File: config.mk
export PLATFORM = sky130hd
export DESIGN_NAME = jk_updown_counter
export DESIGN_NICKNAME = d
export VERILOG_FILES = /design/src/rtl/jk_pkg.sv /design/src/rtl/jk_cell.sv /design/src/rtl/jk_updown_counter.sv
export SDC_FILE = /design/constraint.sdc
export NUM_CORES = 1
export LEC_CHECK = 0
export ABC_AREA = 1
export CORE_MARGIN = 3
export CORE_UTILIZATION = 46
export DETAILED_ROUTE_END_ITERATION = 10
export PLACE_DENSITY = 0.81
export SLEW_MARGIN = 10
export SYNTH_ARGS = -nofsm -noshare
export SYNTH_HDL_FRONTEND = slang
export SYNTH_SLANG_ARGS = --single-unit
File: constraint.sdc
create_clock -name clk -period 2.19 [get_ports clk]
set_input_delay 0.438 -clock clk [delete_from_list [all_inputs] [get_ports clk]]
set_output_delay 0.438 -clock clk [all_outputs]
set_load 0.01 [all_outputs]
File: src/rtl/jk_pkg.sv
// Shared JK flip-flop command encoding and the excitation lookup used to
// steer a JK cell from its present state to a requested next state.
package jk_pkg;

   typedef logic [1:0] jk_cmd_t;

   localparam jk_cmd_t HOLD   = 2'b00;
   localparam jk_cmd_t RESET  = 2'b01;
   localparam jk_cmd_t SET    = 2'b10;
   localparam jk_cmd_t TOGGLE = 2'b11;

   // {J, K} for a q -> next transition; TOGGLE is never returned.
   function automatic jk_cmd_t jk_excite(input logic q, input logic next);
      jk_cmd_t cmd;
      cmd = HOLD;
      if (!q && next)
         cmd = SET;
      else if (q && !next)
         cmd = RESET;
      return cmd;
   endfunction

endpackage

File: src/rtl/jk_cell.sv
// Single-bit JK flip-flop with synchronous active-high reset to 0.
module jk_cell
   import jk_pkg::*;
(
   input  logic clk,
   input  logic rst,
   input  logic j,
   input  logic k,
   output logic q
);

   always_ff @(posedge clk) begin
      if (rst) begin
         q <= 1'b0;
      end else begin
         case (jk_cmd_t'({j, k}))
            SET:     q <= 1'b1;
            RESET:   q <= 1'b0;
            TOGGLE:  q <= ~q;
            default: q <= q;
         endcase
      end
   end

endmodule

File: src/rtl/jk_updown_counter.sv
// Modulo-MODULUS up/down counter stored in a row of JK cells, with parallel
// load, combinational terminal count and registered carry/borrow pulses.
module jk_updown_counter
   import jk_pkg::*;
#(
   parameter int unsigned WIDTH   = 4,
   parameter int unsigned MODULUS = 10
) (
   input  logic             clk,
   input  logic             rst,
   input  logic             en,
   input  logic             up,
   input  logic             load,
   input  logic [WIDTH-1:0] load_val,
   output logic [WIDTH-1:0] count,
   output logic             tc,
   output logic             carry,
   output logic             borrow
);

   if (WIDTH < 1 || WIDTH > 16 || MODULUS < 2 || MODULUS > (32'd1 << WIDTH)) begin : g_bad_param
      $error("jk_updown_counter: WIDTH must be 1..16 and MODULUS 2..2**WIDTH");
   end

   localparam int unsigned      AW      = WIDTH + 1;
   localparam logic [WIDTH-1:0] MAX_CNT = WIDTH'(MODULUS - 1);
   localparam logic [AW-1:0]    MAX_EXT = AW'(MODULUS - 1);

   logic [AW-1:0]    cnt_ext;
   logic [AW-1:0]    ld_ext;
   logic [WIDTH-1:0] next_cnt;
   logic [WIDTH-1:0] j_vec;
   logic [WIDTH-1:0] k_vec;
   logic             at_max;
   logic             at_zero;
   logic             carry_q;
   logic             borrow_q;

   assign at_max  = (count == MAX_CNT);
   assign at_zero = (count == '0);
   assign tc      = (up & at_max) | (~up & at_zero);
   assign carry   = carry_q;
   assign borrow  = borrow_q;

   // Next-count selection: reset, saturating load, wrapping step, hold.
   always_comb begin
      cnt_ext  = AW'(count);
      ld_ext   = AW'(load_val);
      next_cnt = count;
      if (rst) begin
         next_cnt = '0;
      end else if (load) begin
         next_cnt = (ld_ext > MAX_EXT) ? MAX_CNT : load_val;
      end else if (en && up) begin
         next_cnt = at_max ? '0 : WIDTH'(cnt_ext + AW'(1));
      end else if (en) begin
         next_cnt = at_zero ? MAX_CNT : WIDTH'(cnt_ext - AW'(1));
      end
   end

   // Per-bit excitation; only HOLD/SET/RESET ever reach the cells.
   always_comb begin
      j_vec = '0;
      k_vec = '0;
      for (int i = 0; i < int'(WIDTH); i++) begin
         {j_vec[i], k_vec[i]} = jk_excite(count[i], next_cnt[i]);
      end
   end

   for (genvar i = 0; i < int'(WIDTH); i++) begin : g_cell
      jk_cell u_cell (
         .clk (clk),
         .rst (rst),
         .j   (j_vec[i]),
         .k   (k_vec[i]),
         .q   (count[i])
      );
   end

   // Wrap pulses line up with the wrapped count; load and reset suppress them.
   always_ff @(posedge clk) begin
      if (rst) begin
         carry_q  <= 1'b0;
         borrow_q <= 1'b0;
      end else begin
         carry_q  <= ~load & en &  up & at_max;
         borrow_q <= ~load & en & ~up & at_zero;
      end
   end

endmodule

==> Word level (Yosys, flattened, before mapping) <==
Cells that the tools add are included.
{ "word_totals": {"output_inout_bits": 7, "word_cells": 77, "input_bits": 9, "ff_bits": 6} }
{ "op_classes": {"magnitude_cmp": 1, "n_addsub": 2, "n_eq_ne": 13, "bitwise_logic": 14, "reduce_logical": 22, "mux": 19} }
{ "ops": {"columns": ["operator", "n"], "rows": [
  ["two-way mux 4 bit", 7],
  ["== test 2 bit, second input constant", 8],
  ["one-hot mux 1 bit (3 select lines)", 4],
  ["nonzero test 3 bit", 4],
  ["logical AND 1 bit", 9],
  ["== test 2 x 1 -> 1 bit, second input constant", 4],
  ["zero test 1 bit", 8],
  ["two-way mux 2 bit", 4],
  ["AND 1 bit", 7],
  ["inverter 1 bit", 6],
  ["adder 4 x 1 -> 4 bit, second input constant", 1],
  ["== test 4 bit, second input constant", 1],
  ["> comparator 4 bit, second input constant", 1],
  ["zero test 4 bit", 1],
  ["two-way mux 1 bit", 4],
  ["subtractor 4 x 1 -> 4 bit, second input constant", 1],
  ["bitwise OR 1 bit", 1]
]} }

==> Longest topological paths before layout <==
{ "logic_depth": {"word_depth": 12, "ltp_mapped": 13, "ltp_nobuf": 13} }

==> By module <==
A second synthesis with hierarchy kept.
{ "unflattened": {"cells_unflattened": 101, "area_unflattened_um2": 589.3} }
{ "modules_own_cells": {"columns": ["module", "cells_each", "n_inst", "area_per_inst_um2", "seq_area_each_um2"], "rows": [
  ["jk_updown_counter", 77, 1, 434.2, 40.0],
  ["jk_cell", 6, 4, 38.8, 20.0]
]} }

==> Worst setup path before layout <==
No wires, ideal clock.
{ "synth_timing": {"path_type": "register to register", "from": "register g_cell[0].u_cell.q", "to": "register g_cell[1].u_cell.q", "path_stages_with_launch": 13, "t_required_ns": 2.076, "path_slack_ns": 0.420, "path_buffers": 0, "setup_time_ns": 0.114, "arrival_time_ns": 1.656, "period_less_slack_ns": 1.770, "path_cell_list": "dfxtp_1 > inv_1 > ha_1 > nand2_1 > nand2_1 > o21ai_1 > nand2_1 > nand2_1 > nand2_1 > ha_1 > nor2_1 > a21oi_1 > nor2_1"} }
{ "synth_via": {"elab_chain_cells": 12, "word_cells_on_any_way": 20, "cone_classes": "2 x add/sub; 4 x eq/ne; 9 x mux; 5 x reduce/logical"} }
{ "synth_rtl": {"columns": ["item", "line_no", "rtl"], "rows": [
  ["from (decl)", "jk_cell.sv:9", "output logic q"],
  ["from (signal assigned)", "jk_cell.sv:19", "TOGGLE: q <= ~q;"],
  ["from (signal assigned)", "jk_cell.sv:20", "default: q <= q;"],
  ["subtractor 4 x 1 -> 4 bit or zero test 4 bit (tied branches)", "jk_updown_counter.sv:57, jk_updown_counter.sv:40", null],
  ["two-way mux 4 bit", "jk_updown_counter.sv:57", "next_cnt = at_zero ? MAX_CNT : WIDTH'(cnt_ext - AW'(1));"],
  ["two-way mux 4 bit", "jk_updown_counter.sv:56", "end else if (en) begin"],
  ["two-way mux 4 bit (*)", "jk_updown_counter.sv:54", "end else if (en && up) begin"],
  ["two-way mux 4 bit (*)", "jk_updown_counter.sv:52", "end else if (load) begin"],
  ["two-way mux 4 bit (*)", "jk_updown_counter.sv:50", "if (rst) begin"],
  ["zero test 1 bit", "jk_pkg.sv:18", "else if (q && !next)"],
  ["logical AND 1 bit", "jk_pkg.sv:18", null],
  ["two-way mux 1 bit", "jk_pkg.sv:18", null],
  ["two-way mux 2 bit (*)", "jk_pkg.sv:16", "if (!q && next)"],
  ["== test 2 bit or == test 2 x 1 -> 1 bit (tied branches)", "jk_cell.sv:16", "case (jk_cmd_t'({j, k}))"],
  ["one-hot mux 1 bit (3 select lines) or nonzero test 3 bit (tied branches)", null, null],
  ["to (signal assigned)", "jk_cell.sv:19", null],
  ["to (signal assigned)", "jk_cell.sv:20", null],
  ["to (decl)", "jk_cell.sv:9", null]
]} }
Every way passes the cells marked *; elsewhere a longest branch is shown, timed or not.
A chain may end at the register's enable or synchronous reset.

==> Worst setup path after layout <==
{ "layout_timing": {"from": "input en", "to": "register g_cell[3].u_cell.q"} }
{ "layout_via": {"elab_chain_cells": 10, "word_cells_on_any_way": 15, "cone_classes": "3 x eq/ne; 7 x mux; 5 x reduce/logical"} }
{ "layout_rtl": {"columns": ["item", "line_no", "rtl"], "rows": [
  ["from (decl)", "jk_updown_counter.sv:11", "input logic en,"],
  ["two-way mux 4 bit or logical AND 1 bit (tied branches)", "jk_updown_counter.sv:56, jk_updown_counter.sv:54", null],
  ["two-way mux 4 bit (*)", "jk_updown_counter.sv:54", null],
  ["two-way mux 4 bit (*)", "jk_updown_counter.sv:52", null],
  ["two-way mux 4 bit (*)", "jk_updown_counter.sv:50", null],
  ["zero test 1 bit", "jk_pkg.sv:18", null],
  ["logical AND 1 bit", "jk_pkg.sv:18", null],
  ["two-way mux 1 bit", "jk_pkg.sv:18", null],
  ["two-way mux 2 bit (*)", "jk_pkg.sv:16", null],
  ["== test 2 bit or == test 2 x 1 -> 1 bit (tied branches)", "jk_cell.sv:16", null],
  ["one-hot mux 1 bit (3 select lines) or nonzero test 3 bit (tied branches)", null, null],
  ["to (signal assigned)", "jk_cell.sv:19", null],
  ["to (signal assigned)", "jk_cell.sv:20", null],
  ["to (decl)", "jk_cell.sv:9", null]
]} }
Marked as above.

==> impl_metrics.py <==
metrics = {
    "worst_setup_path": {
        "r2r_slack_ns": 0.38,
        "path_cells": "clkdlybuf4s50_1 > inv_2 > nor2_4 > nand2_1 > nand2_1 > nand2_1 > nand2_1 > nand2_1 > nand2_1 > nand2_1 > ha_1 > nor2_1 > a21oi_1 > nor2_1",
        "start_kind": "input pin",
        "crit_path_frequent_cell": "nand2_1",
        "path_delay_family": "buffers and inverters",
        "slowest_delay_ns": 0.60,
        "critPathBufInv": 2,
        "arrival_ns": 2.06,
        "worst-path-max-fanout": 6,
        "worst_path_max_delay_cell": "clkdlybuf4s50_1",
        "end_kind": "register",
        "cp.required_ns": 2.32,
        "setup.worst_path.class": "in -> reg",
    },
    "drt": {
        "wl_met2_um": 609,
        "drt-total-wl_um": 1320,
        "wl_per_cell_um": 10.1,
        "viasPerCell": 4.98,
        "ant_nets": 0,
        "drt_iter0_markers": 17,
        "top_layer_used": "met3",
        "drc": 0,
        "m1WireLength_um": 619,
        "wl_met3_um": 95,
        "first_pass_iters": 4,
        "vias": 652,
    },
    "timing": {
        "fmax_ghz": 0.518,
        "rsz0062_at_grt": "no",
        "slew_violations": 0,
        "period_needed_ns": 1.93,
        "hold_violations": 0,
        "worstMarginPinSlew_ns": 0.346,
        "setup_viol": 0,
        "tns_ns": 0,
        "clock_skew_ns": 0.00287,
        "final.setup.worst_slack_ns": 0.258,
        "post-route-period-util_pct": 88.2,
        "max-slew-margin-rel_pct": 76.9,
    },
    "logic_synthesis": {
        "netlist.area_leader.share_pct": 20.0,
        "syn-num-nets": 114,
        "yosys_warnings": 0,
        "yosysTopAreaCell": "dfxtp_1",
        "syn_area_per_cell_um2": 6.14,
        "synthCells": 98,
        "synth_common_cells": "26 x nand2_1, 14 x nor2_1, 11 x nand3_1, 9 x a21oi_1, 7 x ha_1",
        "ys_async_sr_fraction_pct": 0,
        "syn-cell-area_um2": 602,
        "synth_edf_count": 0,
        "synth_area_leaders": "dfxtp_1 20%, nand2_1 16%, ha_1 15%, nand3_1 9.1%, nor2_1 8.7%",
        "ys.flop_type": "dfxtp_1",
        "synth.most_common_cell": "nand2_1",
        "synth_cell_types": 17,
        "ys_ff_latch": 6,
        "ys_seq_area_share_pct": 20.0,
    },
    "clock_network": {
        "clk_latency_ns": 0.25,
        "clk_pin_slew_ns": 0.05,
        "numCtsBuffers": 3,
        "clockBufferDepth": 2,
        "ctsRootBufferMaster": "clkbuf_4",
        "cts_hold_buf": 0,
        "cts_sinks": 6,
        "htreeDepth": 1,
        "cts_tree": "built",
    },
    "floorplan": {
        "die_width_um": 42.2,
        "core_um2": 1170,
        "num_rows": 12,
        "die_area_um2": 1780,
        "io-pin-count": 16,
        "start_util_pct": 51.4,
        "fp.dieH_um": 42.2,
    },
    "global_routing": {
        "grt_usage_pct": 16.7,
        "grt_pass1_vias": 591,
        "antenna_found_initial": 0,
        "grt_max_degree": 11,
        "grt_pass1_wl_um": 2350,
        "gr-total-overflow": 0,
    },
    "final_layout": {
        "antenna_cells": 0,
        "syn_to_final_growth_pct": 32.6,
        "nNetsFinal": 135,
        "fin_util_pct": 68.2,
        "final_cell_area_um2": 798,
        "drive_gt1_share_pct": 13.7,
    },
    "status": {
        "status": "finished clean",
    },
    "place": {
        "post-place-ws_ns": 0.0117,
        "portBuffers": 15,
        "dpl_cell_area_um2": 773,
        "dp_hpwl_um": 1080,
        "place_congestion": 0.862,
    },
    "power": {
        "total_power_uw": 846,
        "p_per_area_nw_per_um2": 1060,
        "p_leak_nw": 0.400,
        "irDropWorstVdd_v": 0.000579,
    },
    "worst_hold_path": {
        "hold_path_class": "reg -> reg",
    },
    "flow_run": {
        "maxCapViolCount": 0,
    },
}
[per-layer routing]
layer / vias to the layer above / GRT usage, %
met5: - / 0
met4: 0 / 1.86
met3: 0 / 7.73
met2: 20 / 27.1
met1: 276 / 20.8
li1: 356 / -
[report_power, final]
group | total (mW) | switching [mW] | internal, mW | leakage (nW)
clock network | 0.104 | 0.0423 | 0.0622 | 0.0138
registers | 0.187 | 0.0447 | 0.143 | 0.0493
logic | 0.554 | 0.293 | 0.261 | 0.337
[flip-flops by register name, summed over array words and instances (netlist names)]
register         cells
borrow               1
carry                1
g_cell.u_cell.q      4
[layout by cell type, fill, tap and decap left out, drive strengths merged]
master         netlist  layout
or2                  1       1
dlymetal6s2s         0       1
dfxtp                6       6
nor2                15      15
inv                 10      10
nand2               27      27
nor3                 1       1
o21ai                2       2
buf                  6       7
a21oi                9       9
nand3               11      11
clkdlybuf4s50        0      14
clkbuf               0       3
ha                   7       7
nand4                3       3
[cell families after synthesis]
logic type / Yosys count / share of synthesized area, %
compound gates: 11 / 9.15
fa+ha+maj: 7 / 14.6
buf+inv: 16 / 14.3
flops: 6 / 20.0
simple gates: 58 / 42.0
[cell type report]
| class | instances | area (µm²) |
|---|---|---|
| clock buffer | 3 | 22.5 |
| multi-input combinational | 76 | 395 |
| fill | 104 | 373 |
| inverter | 10 | 37.5 |
| tap | 14 | 17.5 |
| sequential | 6 | 120 |
| timing repair buffer | 22 | 205 |
[tightest hold or removal path: cells and delay by family (launching register included)]
family           cells  cell delay [ns]
AND/OR/NAND/NOR      1             0.04
AO/OA/AOI/OAI        1             0.16
flip-flops           1             0.41
[final timing paths]
path	from	end	cells past startpoint
worst min-delay path	g_cell[3].u_cell.q	g_cell[3].u_cell.q	2
worst max register to register	g_cell[0].u_cell.q	g_cell[2].u_cell.q	12
worst min register to register	g_cell[3].u_cell.q	g_cell[3].u_cell.q	2
worst max-delay path	en	g_cell[3].u_cell.q	14
[per-stage QoR]
step | hold WS (ns) | instances
6_report | 0.660 | 131
5_1_grt | 0.723 | 131
4_1_cts | 0.656 | 131
3_5_place_dp | 0.642 | 128
3_3_place_gp | 0.631 | 128
2_1_floorplan | 0.510 | 98
[timing repair]
| action | CTS | global route |
|---|---|---|
| endpoints found under the hold margin | 0 | 0 |
| buffers inserted | 0 | 0 |
| resized for setup | 0 | 1 |
| endpoints found under the setup margin | 0 | 1 |
No activity file was read; power rests on OpenSTA's default activity.
